**config.mk**
```make
export PLATFORM = sky130hd
export DESIGN_NAME = serial_adder
export DESIGN_NICKNAME = d
export VERILOG_FILES = /design/src/rtl/serial_adder.sv
export SDC_FILE = /design/constraint.sdc
export NUM_CORES = 1
export LEC_CHECK = 0
export CORE_MARGIN = 2
export CORE_UTILIZATION = 47
export CTS_CLUSTER_DIAMETER = 200
export DETAILED_ROUTE_END_ITERATION = 16
export PLACE_DENSITY = 0.75
export SYNTH_ARGS = -nofsm -noshare
export SYNTH_HDL_FRONTEND = slang
export SYNTH_SLANG_ARGS = --single-unit
```
**constraint.sdc**
```tcl
create_clock -name clk -period 1.4 [get_ports clk]
set_input_delay 0.14 -clock clk [delete_from_list [all_inputs] [get_ports clk]]
set_output_delay 0.14 -clock clk [all_outputs]
set_load 0.01 [all_outputs]
```
**src/rtl/serial_adder.sv**
```systemverilog
// rtl/serial_adder.sv - bit-serial WIDTH-bit adder, LSB first, valid/ready in and out.
// Optional signed-overflow output enabled by defining SERIAL_ADDER_OVF_EN.
module serial_adder #(
    parameter int WIDTH = 8
) (
    input  logic             clk,
    input  logic             rst_n,
    input  logic             in_valid,
    output logic             in_ready,
    input  logic [WIDTH-1:0] a,
    input  logic [WIDTH-1:0] b,
    input  logic             cin,
    output logic             out_valid,
    input  logic             out_ready,
    output logic [WIDTH-1:0] sum,
`ifdef SERIAL_ADDER_OVF_EN
    output logic             cout,
    output logic             ovf
`else
    output logic             cout
`endif
);

    localparam int CNT_W = (WIDTH > 1) ? $clog2(WIDTH) : 1;
    localparam logic [CNT_W-1:0] CNT_LAST = CNT_W'(WIDTH - 1);

    typedef enum logic [1:0] {
        IDLE = 2'd0,
        RUN  = 2'd1,
        DONE = 2'd2
    } state_e;

    state_e            state_q, state_d;
    logic [WIDTH-1:0]  a_sh_q, a_sh_d;
    logic [WIDTH-1:0]  b_sh_q, b_sh_d;
    logic [WIDTH-1:0]  sum_sh_q, sum_sh_d;
    logic              c_q, c_d;
    logic [CNT_W-1:0]  cnt_q, cnt_d;
    logic [WIDTH-1:0]  sum_q, sum_d;
    logic              cout_q, cout_d;
`ifdef SERIAL_ADDER_OVF_EN
    logic              cmsb_q, cmsb_d;
`endif

    // Two chained half-adder cells plus an OR form the full-adder bit slice.
    logic ha1_s, ha1_c, ha2_s, ha2_c;
    logic bit_s, carry_next;

    always_comb begin
        ha1_s      = a_sh_q[0] ^ b_sh_q[0];
        ha1_c      = a_sh_q[0] & b_sh_q[0];
        ha2_s      = ha1_s ^ c_q;
        ha2_c      = ha1_s & c_q;
        bit_s      = ha2_s;
        carry_next = ha1_c | ha2_c;
    end

    always_comb begin
        state_d  = state_q;
        a_sh_d   = a_sh_q;
        b_sh_d   = b_sh_q;
        sum_sh_d = sum_sh_q;
        c_d      = c_q;
        cnt_d    = cnt_q;
        sum_d    = sum_q;
        cout_d   = cout_q;
`ifdef SERIAL_ADDER_OVF_EN
        cmsb_d   = cmsb_q;
`endif
        case (state_q)
            IDLE: begin
                if (in_valid) begin
                    a_sh_d   = a;
                    b_sh_d   = b;
                    c_d      = cin;
                    cnt_d    = '0;
                    sum_sh_d = '0;
                    state_d  = RUN;
                end
            end
            RUN: begin
                a_sh_d   = {1'b0, a_sh_q[WIDTH-1:1]};
                b_sh_d   = {1'b0, b_sh_q[WIDTH-1:1]};
                sum_sh_d = {bit_s, sum_sh_q[WIDTH-1:1]};
                c_d      = carry_next;
                if (cnt_q == CNT_LAST) begin
                    // Counter holds at its last value so it never wraps.
                    state_d = DONE;
                    sum_d   = {bit_s, sum_sh_q[WIDTH-1:1]};
                    cout_d  = carry_next;
`ifdef SERIAL_ADDER_OVF_EN
                    cmsb_d  = c_q;
`endif
                end else begin
                    cnt_d = cnt_q + 1'b1;
                end
            end
            DONE: begin
                if (out_ready) begin
                    state_d = IDLE;
                end
            end
            default: state_d = IDLE;
        endcase
    end

    always_ff @(posedge clk or negedge rst_n) begin
        if (!rst_n) begin
            state_q  <= IDLE;
            a_sh_q   <= '0;
            b_sh_q   <= '0;
            sum_sh_q <= '0;
            c_q      <= 1'b0;
            cnt_q    <= '0;
            sum_q    <= '0;
            cout_q   <= 1'b0;
`ifdef SERIAL_ADDER_OVF_EN
            cmsb_q   <= 1'b0;
`endif
        end else begin
            state_q  <= state_d;
            a_sh_q   <= a_sh_d;
            b_sh_q   <= b_sh_d;
            sum_sh_q <= sum_sh_d;
            c_q      <= c_d;
            cnt_q    <= cnt_d;
            sum_q    <= sum_d;
            cout_q   <= cout_d;
`ifdef SERIAL_ADDER_OVF_EN
            cmsb_q   <= cmsb_d;
`endif
        end
    end

    assign in_ready  = (state_q == IDLE);
    assign out_valid = (state_q == DONE);
    assign sum       = sum_q;
    assign cout      = cout_q;
`ifdef SERIAL_ADDER_OVF_EN
    assign ovf       = cmsb_q ^ cout_q;
`endif

endmodule

```
## Word level (Yosys, flattened, before mapping)

Cells that the tools add are included.
Widths: inputs -> output; s select.

- Register bits: 39
- Input port bits: 21
- Output and inout bits: 11

- Eq/ne operators: 7
- Bitwise operators: 5
- $add $sub $neg: 1
- Reduce and logical (&&, ||, !) cells: 6
- Multiplexer cells: 15

Operators by type and width:

| kind | count |
|---|---|
| $pmux 8 s2 | 3 |
| $mux 8 | 3 |
| $mux 2 | 3 |
| $mux 3 | 2 |
| $ne 2x2->1 const B | 3 |
| $pmux 2 s3 | 1 |
| $pmux 3 s2 | 1 |
| $reduce_and 3->1 | 2 |
| $reduce_and 2->1 | 2 |
| $add 3x1->3 const B | 1 |
| $eq 3x3->1 const B | 1 |
| $and 1x1->1 | 2 |
| $eq 2x1->1 const B | 1 |
| $eq 2x2->1 const B | 1 |
| $logic_not 2->1 | 1 |
| $ne 2x1->1 const B | 1 |
| $pmux 1 s2 | 1 |
| $reduce_bool 2->1 | 1 |
| $xor 1x1->1 | 2 |
| $mux 1 | 1 |
| $or 1x1->1 | 1 |

## Depth between registers and ports, before layout

- Depth in word-level cells: 4
- Gate-level depth with buffers: 5
- Gate-level depth less buffers: 4

## Worst setup path after synthesis

OpenSTA, ideal clock, no wires.

- Path type: register to register
- From: register cnt_q[0]
- To: register cout_q, in the netlist cout
- Cell stages (with the launch flop): 6
- Data arrival time: 1.355 ns
- Slack: -0.079 ns
- Required time: 1.275 ns
- Period minus slack after synthesis: 1.479 ns
- Path buffers: 1
- Path through: dfrtp_1 -> ha_1 -> ha_1 -> nand3b_1 -> buf_6 -> mux2_2

- Cells in the longest elaborated chain, start to end: 2

Ends and longest elaborated chain:

| item | line | RTL |
|---|---|---|
| start, declared | 38 | `logic [CNT_W-1:0] cnt_q, cnt_d;` |
| start signal, assigned | 126 | `cnt_q <= cnt_d;` |
| $eq 3x3->1 | 86 | `if (cnt_q == CNT_LAST) begin` |
| $reduce_and 2->1 (no source line) | -- |  |
| end signal, assigned | 128 | `cout_q <= cout_d;` |
| end, declared | 40 | `logic cout_q, cout_d;` |

Every way passes these cells.
A chain may end at the register's enable or synchronous reset.

## Final worst setup path

- From: register cnt_q[1]
- To: register sum_q[7], in the netlist sum[7]

- Cells in the longest elaborated chain, start to end: 2

Ends and longest elaborated chain:

| item | line | RTL |
|---|---|---|
| $eq 3x3->1 | 86 |  |
| $reduce_and 2->1 (no source line) | -- |  |
| end signal, assigned | 127 | `sum_q <= sum_d;` |
| end, declared | 39 | `logic [WIDTH-1:0] sum_q, sum_d;` |

Every way passes these cells.

==> results.cfg <==
[outcome]
run_status = finished with violations
violated_checks = negative setup slack

[detailed_routing]
highest_layer = met4
met1_length_um = 1720
number_of_vias_after_detailed_routing = 1384
ant_nets = 0
routed_wl_um = 4100
first_iter_violations = 58
drt_drc_violations_left = 0
met2WireLength_um = 2120
first_drt_pass_iteration_count = 4
vias_per_cell = 5.72
avgRoutedWirePerCell_um = 17.0
wl_met3_um = 160

[timing]
achievable-frequency_mhz = 679
grt_setup_unrepaired = yes
timing.final.hold_violations = 0
timing.final.crit_period_ns = 1.47
layout_setup_ws_ns = -0.0726
worstMarginPinSlew_ns = 0.391
final-max-slew-violation-count = 0
period_share_pct = 105
setup_total_negative_slack_ns = -0.618
slew-limit-headroom_pct = 73.6
report.final.setup_viol = 12
finClkSkew_ns = 0.0103

[global_routing]
number_of_global_route_vias_before_repair = 1396
antenna_found_initial = 0
globalRouteTotalUtil_pct = 20.1
grt_start_max_net_pins = 39
first_pass_grt_wire_length_um = 6490
gr-total-overflow = 0

[yosys]
synth-seq-area-share_pct = 52.7
ys_seq_elements = 38
synth.lib_cells_used.distinct = 30
syn_nets = 171
post_synthesis_cell_area_um2 = 1810
syn-instance-count = 147
per_instance_average_area_after_synthesis_um2 = 12.3
ys_warns = 0

[cells_and_area]
multi_input_combinational_cell_area_um2 = 860
n_fill_cell = 276
final_layout_size_suffix_gt1_share_pct = 34.0
insertedDiodeCount = 0
sequential_cell_area_um2 = 953
design.final.nets = 217
areaGrowthSynthToFinish_pct = 40.1
final_common_cell = dfrtp_1
most-common-layout-cells = dfrtp_1 (36), clkdlybuf4s50_1 (29), buf_4 (15), inv_1 (13), nor3b_1 (11)
final-instance-count-excl-fill = 242

[clock_tree]
tritoncts.num_buffers = 5
cts_tree = built
clock_slew_at_the_register_clock_pins_of_the_worst_setup_and_hold_paths_ns = 0.08
postCtsHoldBufs = 0
cts_num_sinks = 38
htree_levels = 2
cts_root_buffer = clkbuf_8
later_pin_clock_latency_in_the_skew_report_ns = 0.29
clk_path_buf_depth = 2

[placed_design]
finalWeightedCongestion = 0.744
hpwl_um = 2610
place_worst_setup_slack_ns = -0.111
place.port_buffers = 31
dp_cells = 229

[die]
top_level_ports = 32
placementRows = 22
die_width_um = 66.0
floorplan.initialDensity_pct = 48.9
core_area_um2 = 3690
die_height_um = 66.0
die_area_um2 = 4350

[job]
max_cap_viol_count = 0

[pwr]
power-per-cell-area_nw_per_um2 = 2000
cellInternalPower_uw = 3310
share_seq_of_total_power_pct = 37.9
power.share.clock_pct = 15.2
irDropWorstVdd_uv = 1070
p_switching_uw = 1740
total_power_uw = 5050
p_comb_share_pct = 47.0
swShare_pct = 34.4
p_leak_uw = 0.00109

[critical_path]
critical_path_launch_point_type = register
worstPathArrival_ns = 1.64
endpoint_kind = register
worstSetupStartpoint = cnt_q[1]$_DFFE_PN0P_
crit_fanout = 10
kind_of_critical_path = register to register
timing.critical_path.required_ns = 1.57
r2r-start = cnt_q[1]$_DFFE_PN0P_

[worst_hold_path]
min-delay-path-class = primary input to asynchronous set/reset pin
-- critical path, cell delays in order (launching register included) --
cell	delay [ns]
dfrtp_1	0.39
ha_2	0.20
ha_4	0.16
nand3b_1	0.12
buf_12	0.15
mux2_2	0.33
-- registers in the layout, summed over array words and instances (netlist names) --
signal,flops
cnt_q,3
state_q,2
a_sh_q,8
cout,1
c_q,1
sum_sh_q,7
b_sh_q,8
sum,8
-- final timing paths --
kind / cells past startpoint / slack (ns) / endpoint
max: 5 / -0.07 / sum[7]$_DFFE_PN0P_
min: 2 / 0.22 / a_sh_q[7]$_DFFE_PN0P_
max reg2reg: 5 / -0.07 / sum[7]$_DFFE_PN0P_
min reg2reg: 1 / 0.51 / sum[0]$_DFFE_PN0P_
max in group asynchronous: 2 / 0.99 / state_q[0]$_DFFE_PN0P_
min in group clk: 2 / 0.43 / state_q[1]$_DFFE_PN0P_
-- power groups by stage --
stage / combinational (µW) / clock [µW] / sequential [µW]
6_report: 2370 / 767 / 1910
5_1_grt: 2580 / 836 / 1970
4_1_cts: 2120 / 785 / 1900
3_5_place_dp: 2020 / 0 / 1910
3_3_place_gp: 1910 / 0 / 1890
2_1_floorplan: 1240 / 0 / 1880
-- through the flow --
| stage | util (%) | area (µm²) | hold slack [ns] |
|---|---|---|---|
| 3_3_place_gp | 61.6 | 2270 | 0.477 |
| 3_5_place_dp | 61.6 | 2270 | 0.493 |
| 5_1_grt | 68.6 | 2530 | 0.236 |
| 4_1_cts | 65.2 | 2400 | 0.220 |
| 2_1_floorplan | - | 1820 | -0.156 |
| 6_report | 68.6 | 2530 | 0.217 |
-- cells in the mapped netlist (all sizes together) --
library cell,number,share of area (%)
o21ai,1,0.28
clkbuf,4,0.83
o221a,5,3.1
nor2b,1,0.35
nor2,1,0.21
fa,1,1.1
ha,2,1.4
and2,1,0.35
o21ba,1,0.55
nor3b,11,4.6
nand3b,1,0.42
or4b,5,2.8
nor4b,11,5.3
a221o,1,0.55
buf,9,3.3
a211oi,10,4.2
and3,1,0.35
inv,13,2.7
mux2,9,5.6
dfrtp,38,53
a211o,1,0.49
a22o,7,3.4
o21bai,1,1.0
o221ai,2,0.97
a32o,1,0.55
nand3,2,0.55
nand2b,6,2.1
a21oi,1,0.28
-- cells by family after synthesis --
kind of cell | after synthesis | share of synthesized area [%]
mux | 9 | 5.61
simple gates | 40 | 17.0
compound gates | 31 | 15.4
buf+inv | 26 | 6.86
fa+ha+maj | 3 | 2.49
flops | 38 | 52.7
-- final cells by class --
type | count | share of cell area (%)
sequential | 38 | 37.7
multi-input combinational | 83 | 34.0
timing repair buffer | 52 | 20.4
clock buffer | 7 | 3.41
tap | 48 | 2.38
inverter | 13 | 1.93
clock inverter | 1 | 0.198
-- what timing repair did --
action	CTS	global route
cloned	0	0
endpoints found under the setup margin	13	31
gates resized for setup	7	21
pin swaps	5	2
setup buffers	4	1
-- per-layer routing --
layer | track usage (%) | vias to the layer above
li1 | - | 639
met1 | 24.6 | 701
met2 | 33.5 | 34
met3 | 5.79 | 10
met4 | 7.91 | 0
met5 | 0 | -
(Power assumes the default switching activity.)
